File: src/rtl/serial_adder_ctrl.sv
// Bit-serial adder controller: one full-adder cell sequenced LSB-first over two
// WIDTH-bit operands, with start/busy/done handshake and registered results.
module serial_adder_ctrl #(
    parameter int WIDTH = 8
) (
    input  logic             clk,
    input  logic             rst,
    input  logic             start,
    input  logic [WIDTH-1:0] a,
    input  logic [WIDTH-1:0] b,
    input  logic             cin,
    output logic             busy,
    output logic             done,
    output logic [WIDTH-1:0] sum,
    output logic             cout
);

    localparam int CNT_W = $clog2(WIDTH);
    localparam logic [CNT_W-1:0] LAST_STEP = CNT_W'(WIDTH - 1);

    typedef enum logic [1:0] {
        IDLE = 2'd0,
        RUN  = 2'd1,
        DONE = 2'd2
    } state_e;

    state_e             state_q, state_d;
    logic [WIDTH-1:0]   opa_q, opa_d;
    logic [WIDTH-1:0]   opb_q, opb_d;
    logic [WIDTH-1:0]   partial_q, partial_d;
    logic [WIDTH-1:0]   sum_q, sum_d;
    logic [CNT_W-1:0]   count_q, count_d;
    logic               carry_q, carry_d;
    logic               cout_q, cout_d;
    logic               busy_q, busy_d;
    logic               done_q, done_d;
    logic [1:0]         fa;

    // Returns {carry, sum} of a single full-adder cell.
    function automatic logic [1:0] full_add(input logic x, input logic y, input logic c);
        return {(x & y) | (x & c) | (y & c), x ^ y ^ c};
    endfunction

    always_comb begin
        state_d   = state_q;
        opa_d     = opa_q;
        opb_d     = opb_q;
        partial_d = partial_q;
        sum_d     = sum_q;
        count_d   = count_q;
        carry_d   = carry_q;
        cout_d    = cout_q;
        busy_d    = 1'b0;
        done_d    = 1'b0;
        fa        = full_add(opa_q[0], opb_q[0], carry_q);

        unique case (state_q)
            IDLE: begin
                if (start) begin
                    state_d   = RUN;
                    opa_d     = a;
                    opb_d     = b;
                    carry_d   = cin;
                    partial_d = '0;
                    count_d   = '0;
                    busy_d    = 1'b1;
                end
            end
            RUN: begin
                opa_d     = {1'b0, opa_q[WIDTH-1:1]};
                opb_d     = {1'b0, opb_q[WIDTH-1:1]};
                carry_d   = fa[1];
                partial_d = {fa[0], partial_q[WIDTH-1:1]};
                // Counter is frozen on the last step so it never wraps.
                if (count_q == LAST_STEP) begin
                    state_d = DONE;
                    sum_d   = {fa[0], partial_q[WIDTH-1:1]};
                    cout_d  = fa[1];
                    done_d  = 1'b1;
                end else begin
                    count_d = count_q + CNT_W'(1);
                    busy_d  = 1'b1;
                end
            end
            DONE: begin
                state_d = IDLE;
            end
            default: begin
                state_d = IDLE;
            end
        endcase
    end

    always_ff @(posedge clk) begin
        if (rst) begin
            state_q   <= IDLE;
            opa_q     <= '0;
            opb_q     <= '0;
            partial_q <= '0;
            sum_q     <= '0;
            count_q   <= '0;
            carry_q   <= 1'b0;
            cout_q    <= 1'b0;
            busy_q    <= 1'b0;
            done_q    <= 1'b0;
        end else begin
            state_q   <= state_d;
            opa_q     <= opa_d;
            opb_q     <= opb_d;
            partial_q <= partial_d;
            sum_q     <= sum_d;
            count_q   <= count_d;
            carry_q   <= carry_d;
            cout_q    <= cout_d;
            busy_q    <= busy_d;
            done_q    <= done_d;
        end
    end

    assign busy = busy_q;
    assign done = done_q;
    assign sum  = sum_q;
    assign cout = cout_q;

endmodule

File: config.mk
export PLATFORM = sky130hd
export DESIGN_NAME = serial_adder_ctrl
export DESIGN_NICKNAME = d
export VERILOG_FILES = /design/src/rtl/serial_adder_ctrl.sv
export SDC_FILE = /design/constraint.sdc
export NUM_CORES = 1
export LEC_CHECK = 0
export CORE_MARGIN = 4
export CORE_UTILIZATION = 34
export DETAILED_ROUTE_END_ITERATION = 6
export PLACE_DENSITY = 0.61
export SLEW_MARGIN = 20
export SYNTH_ARGS = -nofsm -noshare
export SYNTH_HDL_FRONTEND = slang
export SYNTH_SLANG_ARGS = --single-unit
File: constraint.sdc
create_clock -name clk -period 2.6 [get_ports clk]
set_clock_uncertainty 0.05 [all_clocks]
set_input_delay 0.26 -clock clk [delete_from_list [all_inputs] [get_ports clk]]
set_output_delay 0.26 -clock clk [all_outputs]
set_load 0.05 [all_outputs]
; ---- Word level (Yosys, flattened, before mapping)
; Cells that the tools add are included.
; W data, S select, Z words.
[word_totals]
register_bits = 41
output_inout_bits = 11
word_cells = 49
[classes]
addsub = 1
eq_ne = 5
mux = 18
n_bitwise = 8
reduce_logical = 7
[ops]
columns = op, count
row1 = $pmux W8 S2, 3
row2 = $mux W8, 3
row3 = $mux W3, 2
row4 = $ne A2 B2 Y1 const B, 3
row5 = $pmux W3 S2, 1
row6 = $reduce_and A2 Y1, 3
row7 = $mux W1, 4
row8 = $mux W2, 2
row9 = $pmux W1 S2, 2
row10 = $pmux W2 S2, 1
row11 = $add A3 B1 Y3 const B, 1
row12 = $and A1 B1 Y1, 3
row13 = $eq A3 B3 Y1 const B, 1
row14 = $reduce_and A3 Y1, 1
row15 = $eq A2 B1 Y1 const B, 1
row16 = $logic_not A2 Y1, 1
row17 = $or A1 B1 Y1, 2
row18 = $reduce_bool A2 Y1, 1
row19 = $reduce_or A2 Y1, 1
row20 = $xor A1 B1 Y1, 2
row21 = $not A1 Y1, 1

; ---- Longest topological paths before layout
; Gate-level depths: netlist of the first run.
[logic_depth]
depth_word = 4
ltp_mapped = 7

; ---- Worst setup path before layout of the first run
; No wires, ideal clock.
[synth_path]
kind = reg2reg
from = reg count_q[0]
to = reg cout_q (netlist: cout)
setup_ps = 70
arrival_time_ps = 1304
setup_slack_ps = 1175
path_stages_with_launch = 8
path_buffers = 2
synth_period_minus_slack_ps = 1425
path_cell_list = dfxtp_1 -> ha_1 -> ha_1 -> clkbuf_1 -> nand3b_1 -> buf_2 -> nand2_1 -> a21oi_1
[synth_between]
elab_chain_len = 2
[synth_rtl]
columns = item, line
row1 = start: declaration, 32  ; logic [CNT_W-1:0] count_q, count_d;
row2 = start signal: assignment, 112  ; count_q <= count_d;
row3 = $eq A3 B3 Y1, 75  ; if (count_q == LAST_STEP) begin
row4 = $reduce_and A2 Y1 (no line), -
row5 = end signal: assignment, 114  ; cout_q <= cout_d;
row6 = end: declaration, 34  ; logic cout_q, cout_d;
; No other way between the ends.
; A chain may end at the register's enable or synchronous reset.

; ---- Worst setup path after layout of the first run
[layout_path]
from = reg cout_q (netlist: cout)
to = out cout
[layout_lines]
columns = item, line
row1 = end: declaration, 15  ; output logic cout
; No word-level cell between the ends.

==> summary.txt, run 1 <==
Global routing
  • Total GRT Usage: 12.8%
  • Initial antenna violation count: 0
  • Congestion Overflow GR: 0
  • First-pass GRT wire length: approximately 6100 um
  • Largest net degree at the start of global routing: between 40 and 50
  • Vias in the first global route: 1317

Setup path
  • Bufs and invs on worst path: 1
  • CP top delay family: buffers and inverters
  • Critical path endpoint category: output port
  • Critical-path cell list: clkdlybuf4s50_1
  • Startpoint Class: flop
  • Req. time, crit path: 2290 ps
  • Critical path data arrival time: 1460 ps
  • Slowest CP cell: clkdlybuf4s50_1
  • CP peak stage delay: 810 ps
  • Worst-path maximum fanout: 2
  • Critical path class: reg2out

Power and ir drop
  • Leakage: 0.698 nW
  • Maximum VDD drop: 266 uV
  • PwrDens: 590 nW/um^2

Detailed routing
  • Drt drc: 0
  • Iter 0 DRT Violations: 90
  • Via count: approximately 1.3k
  • TritonRoute pass-1 iters: 4
  • Antenna-violating nets left: 0
  • Drt via density: 5.25
  • Routed len/inst: between 10 and 15 um
  • Total detailed-routing wirelength: 3560 um

Die
  • Starting Density: 36.3%
  • Die W: 77.3 um
  • Rows: 24
  • Core Box Area: 4500 sq um
  • DIE HEIGHT: 77.3 um
  • Die ar.: between 5000 and 6000 sq um
  • Io pins: 31

STA
  • Hold WS: 410 ps
  • Max-slew headroom: approximately two thirds
  • RSZ-0062 raised after global routing: false
  • Period utilization: 67.9%
  • Final hold vios: 0
  • Final setup vio count: 0
  • Setup TNS: 0 ps
  • Worst Tran Pin Value: 504 ps
  • Pins Over Slew Limit: 0
  • Fin crit period: 1770 ps
  • Peak Freq: 566 MHz

Placement
  • Hpwl dp: 2270 um
  • Port Buf Inserts: 30
  • Placer Congestion: 0.756

Synth
  • #FFs+latches synth: 40
  • Ys flop type: dfxtp_1
  • Syn_nets: slightly below 200
  • Syn Std Cell Area: 1630 sq um
  • Gate count of the mapped netlist: 175
  • Mean Syn Cell Area: 9.33 sq um
  • Synth unique cells: 25
  • Post-synth EDFFs: 0
  • Yosys warning count: 0
  • Asr flop ratio synth: 0%
  • Sequential fraction of the synthesis area: approximately half

Worst hold path
  • Worst Hold Class: reg2reg

Clock tree
  • Clock Latency Late Sink: 290 ps
  • CTS Hold Bufs: 0
  • CTS tree: done
  • Clk pin slew, worst setup/hold paths: 70 ps
  • Clock Tree Root: clkbuf_8
  • TritonCTS Buffers: 5
  • Sink Count: 40
  • Post-CTS setup buffer count: 0
  • Largest buffer count on any clock path: 2
  • CTS resizes: 0
  • Htree depth: 2

Final layout
  • Most common cell after layout, fill and taps aside: dfxtp_1
  • Layout Utilization: 44.7%
  • Share of cells above drive strength 1: 11.9%
  • Final nets: 224
  • Antenna Cells: 0
  • Commonest cells after routing, fill and taps aside: dfxtp_1 (40), clkdlybuf4s50_1 (30), nor2_1 (26)
  • P&R area growth vs syn: 23.4%

Run status
  • Status: finished clean

Flow run
  • Max-capacitance violation count: 0
kinds of logic (layout without fill, tap and decap cells):
kind of cell               after synthesis  count (layout)  share of synthesized area, %
and+or+nand+nor                         57              57                          15.4
adders and majority gates                3               3                          2.76
DFF                                     40              40                          49.0
buffers and inverters                   17              43                          6.05
AOI/OAI and AO/OA                       58              58                          26.7
cell type report:
type,instances,area (sq um)
clock buffer,6,72.6
clock inverter,1,5.00
fill,429,2490
inverter,2,7.51
multi-input combinational,118,733
sequential,40,801
tap,52,65.1
timing repair buffer,34,330
Yosys cell counts, types with 2 or more instances:
cell	n	share of area, %
a31oi_1	3	1.1
clkbuf_1	5	1.1
buf_2	4	1.2
nand3_1	13	4.0
inv_2	2	0.46
ha_1	2	1.5
buf_4	4	1.8
buf_6	2	1.4
a211oi_1	7	3.2
o22ai_1	15	5.7
a22oi_1	7	3.2
dfxtp_1	40	49
a211oi_2	10	7.7
nand4_1	2	0.77
a21oi_1	12	3.7
o21ai_0	2	0.61
nor2_1	26	6.0
nand2_1	12	2.8
layer usage:
metal  vias up  GRT usage [%]  part of all wire (%)
met4         0           7.83                   2.2
met5         -              0                     0
met2        20           19.3                    45
li1        685              -                     -
met3         5           4.57                   4.5
met1       619           15.6                    49
worst min-delay path, cell delays in order (launching register included):
cell,delay (ps)
dfxtp_1,310
nand2_1,50
a21oi_1,50
path summary, 6_finish.rpt:
check | startpoint | end | slack (ps) | cells past startpoint
worst max register to register | count_q[0] | sum[7] | 960 | 6
worst max-delay path | cout | cout | 830 | 1
worst min-delay path | sum[5] | sum[5] | 410 | 2
worst min register to register | sum[5] | sum[5] | 410 | 2
report_power, final:
part	internal, mW	switching [mW]
sequential	0.641	0.0198
clock	0.182	0.199
combinational	0.0725	0.0743
through the flow:
step	total power, mW	instances	worst slack [ps]	instance area [sq um]
2_1_floorplan	0.773	175	1180	1630
3_3_place_gp	0.822	246	967	1940
3_5_place_dp	0.821	246	947	1940
4_1_cts	1.20	253	821	2010
5_1_grt	1.25	253	790	2010
6_report	1.19	253	834	2010
flip-flops by register name, indices dropped and copies added (netlist names):
| name | flops |
|---|---|
| busy | 1 |
| carry_q | 1 |
| count_q | 3 |
| cout | 1 |
| done | 1 |
| opa_q | 8 |
| opb_q | 8 |
| partial_q | 7 |
| state_q | 2 |
| sum | 8 |
No activity file was read; power rests on OpenSTA's default activity.
==> run 2: changes to the inputs <==
- clock period: 2.6 -> 1.7 ns (I/O delays scaled with it)
==> run 2 against run 1 <==
Compared with the run above: sequential cell count stayed put; die area is the same; via count grew 1.9%; first-iteration DRC count up 22%; combinational power rose by 60%; cell count rose by 0.79%; largest power group unchanged; largest cell class unchanged; critical endpoint is now done; utilization up 0.31 points.
==> summary.txt, run 2 (synthesis results as in run 1) <==
Setup path
  • Critical-path cell list: clkdlybuf4s50_1
  • Critical path endpoint category: output port
  • Worst-path maximum fanout: 1
  • Bufs and invs on worst path: 1
  • Startpoint Class: flop
  • Slowest CP cell: clkdlybuf4s50_1
  • Critical path data arrival time: 1390 ps
  • Req. time, crit path: 1480 ps
  • CP peak stage delay: 790 ps
  • CP top delay family: buffers and inverters
  • Critical path class: reg2out

STA
  • Worst Tran Pin Value: 496 ps
  • Period utilization: 94.7%
  • Max-slew headroom: between 60% and 70%
  • Fin crit period: 1610 ps
  • RSZ-0062 raised after global routing: false
  • Pins Over Slew Limit: 0
  • Peak Freq: 621 MHz
  • Setup TNS: 0 ps
  • Final setup vio count: 0
  • Final hold vios: 0
  • Hold WS: 406 ps

Global routing
  • Largest net degree at the start of global routing: 41
  • First-pass GRT wire length: 6180 um
  • Vias in the first global route: 1314
  • Initial antenna violation count: 0
  • Total GRT Usage: 12.7%
  • Congestion Overflow GR: 0

Detailed routing
  • Routed len/inst: around 14 um
  • Drt via density: 5.31
  • Total detailed-routing wirelength: around 3600 um
  • Drt drc: 0
  • Iter 0 DRT Violations: 110
  • Antenna-violating nets left: 0
  • Via count: 1354
  • TritonRoute pass-1 iters: 4

Clock tree
  • CTS resizes: 0
  • Largest buffer count on any clock path: 2
  • TritonCTS Buffers: 5
  • Clock Latency Late Sink: 290 ps
  • Htree depth: 2
  • Clock Tree Root: clkbuf_8
  • CTS tree: done
  • Clk pin slew, worst setup/hold paths: 80 ps
  • CTS Hold Bufs: 0
  • Post-CTS setup buffer count: 0
  • Sink Count: 40

Worst hold path
  • Worst Hold Class: reg2reg

Run status
  • Status: finished clean

Final layout
  • Antenna Cells: 0
  • Layout Utilization: approximately 45%
  • Share of cells above drive strength 1: 17.2%
  • P&R area growth vs syn: 24.2%
  • Commonest cells after routing, fill and taps aside: dfxtp_1 (40), nor2_1 (26), clkdlybuf4s50_1 (21)
  • Most common cell after layout, fill and taps aside: dfxtp_1
  • Fillers: between 400 and 500
  • Final nets: 225

Placement
  • Port Buf Inserts: 30
  • Hpwl dp: 2230 um
  • Placer Congestion: 0.726

Die
  • Starting Density: 36.3%
  • DIE HEIGHT: 77.3 um
  • Core Box Area: 4500 sq um
  • Die ar.: 5980 sq um
  • Io pins: 31
  • Rows: 24
  • Die W: a little under 80 um

Power and ir drop
  • PwrDens: 933 nW/um^2
  • Leakage: about 0.73 nW
  • Maximum VDD drop: 449 uV

Flow run
  • Max-capacitance violation count: 0
==> run 2: changes by cell type in the layout (fill, tap and decap cells not counted) <==
cell and change:
clkinvlp_4 +1, clkbuf_8 +1, buf_12 +1, clkinv_2 -1
clkdlybuf4s50_1 -9, buf_4 +9
==> run 2: cell type report <==
cell class	count	area (sq um)	area share, %
Clock inverter	1	7.51	0.370
Inverter	2	7.51	0.370
Sequential cell	40	801	39.5
Clock buffer	7	86.3	4.26
Tap cell	52	65.1	3.21
Timing Repair Buffer	35	328	16.2
Multi-Input combinational cell	118	733	36.2
==> run 2: per-layer routing <==
layer	vias up	track usage [%]	share of wire, %
li1	690	-	-
met1	626	16.3	50
met2	34	19.4	43
met3	4	4.33	5.3
met4	0	5.34	1.6
met5	-	0	0
==> run 2: where the power goes <==
group / leakage (nW) / switching [mW] / internal [mW]
clock: 0.0445 / 0.321 / 0.330
combinational: 0.358 / 0.119 / 0.116
sequential: 0.327 / 0.0266 / 0.980
total: 0.730 / 0.466 / 1.43
==> run 2: final timing paths <==
check             cells after the start  slack (ps)         end       start
hold reg to reg                       2         410      sum[3]      sum[3]
hold / removal                        2         410      sum[3]      sum[3]
setup reg to reg                      6         220  count_q[0]  count_q[0]
setup / recovery                      1          90        done        done
==> run 2: metrics by stage <==
stage               power (mW)  std cells  worst slack, ps  area, sq um
finish                    1.89        255             90.8         2030
global route              1.99        255             23.0         2030
CTS                       1.91        255             68.7         2030
detailed placement        1.26        247              180         1930
global placement          1.26        247              183         1930
floorplan                 1.18        175              275         1630
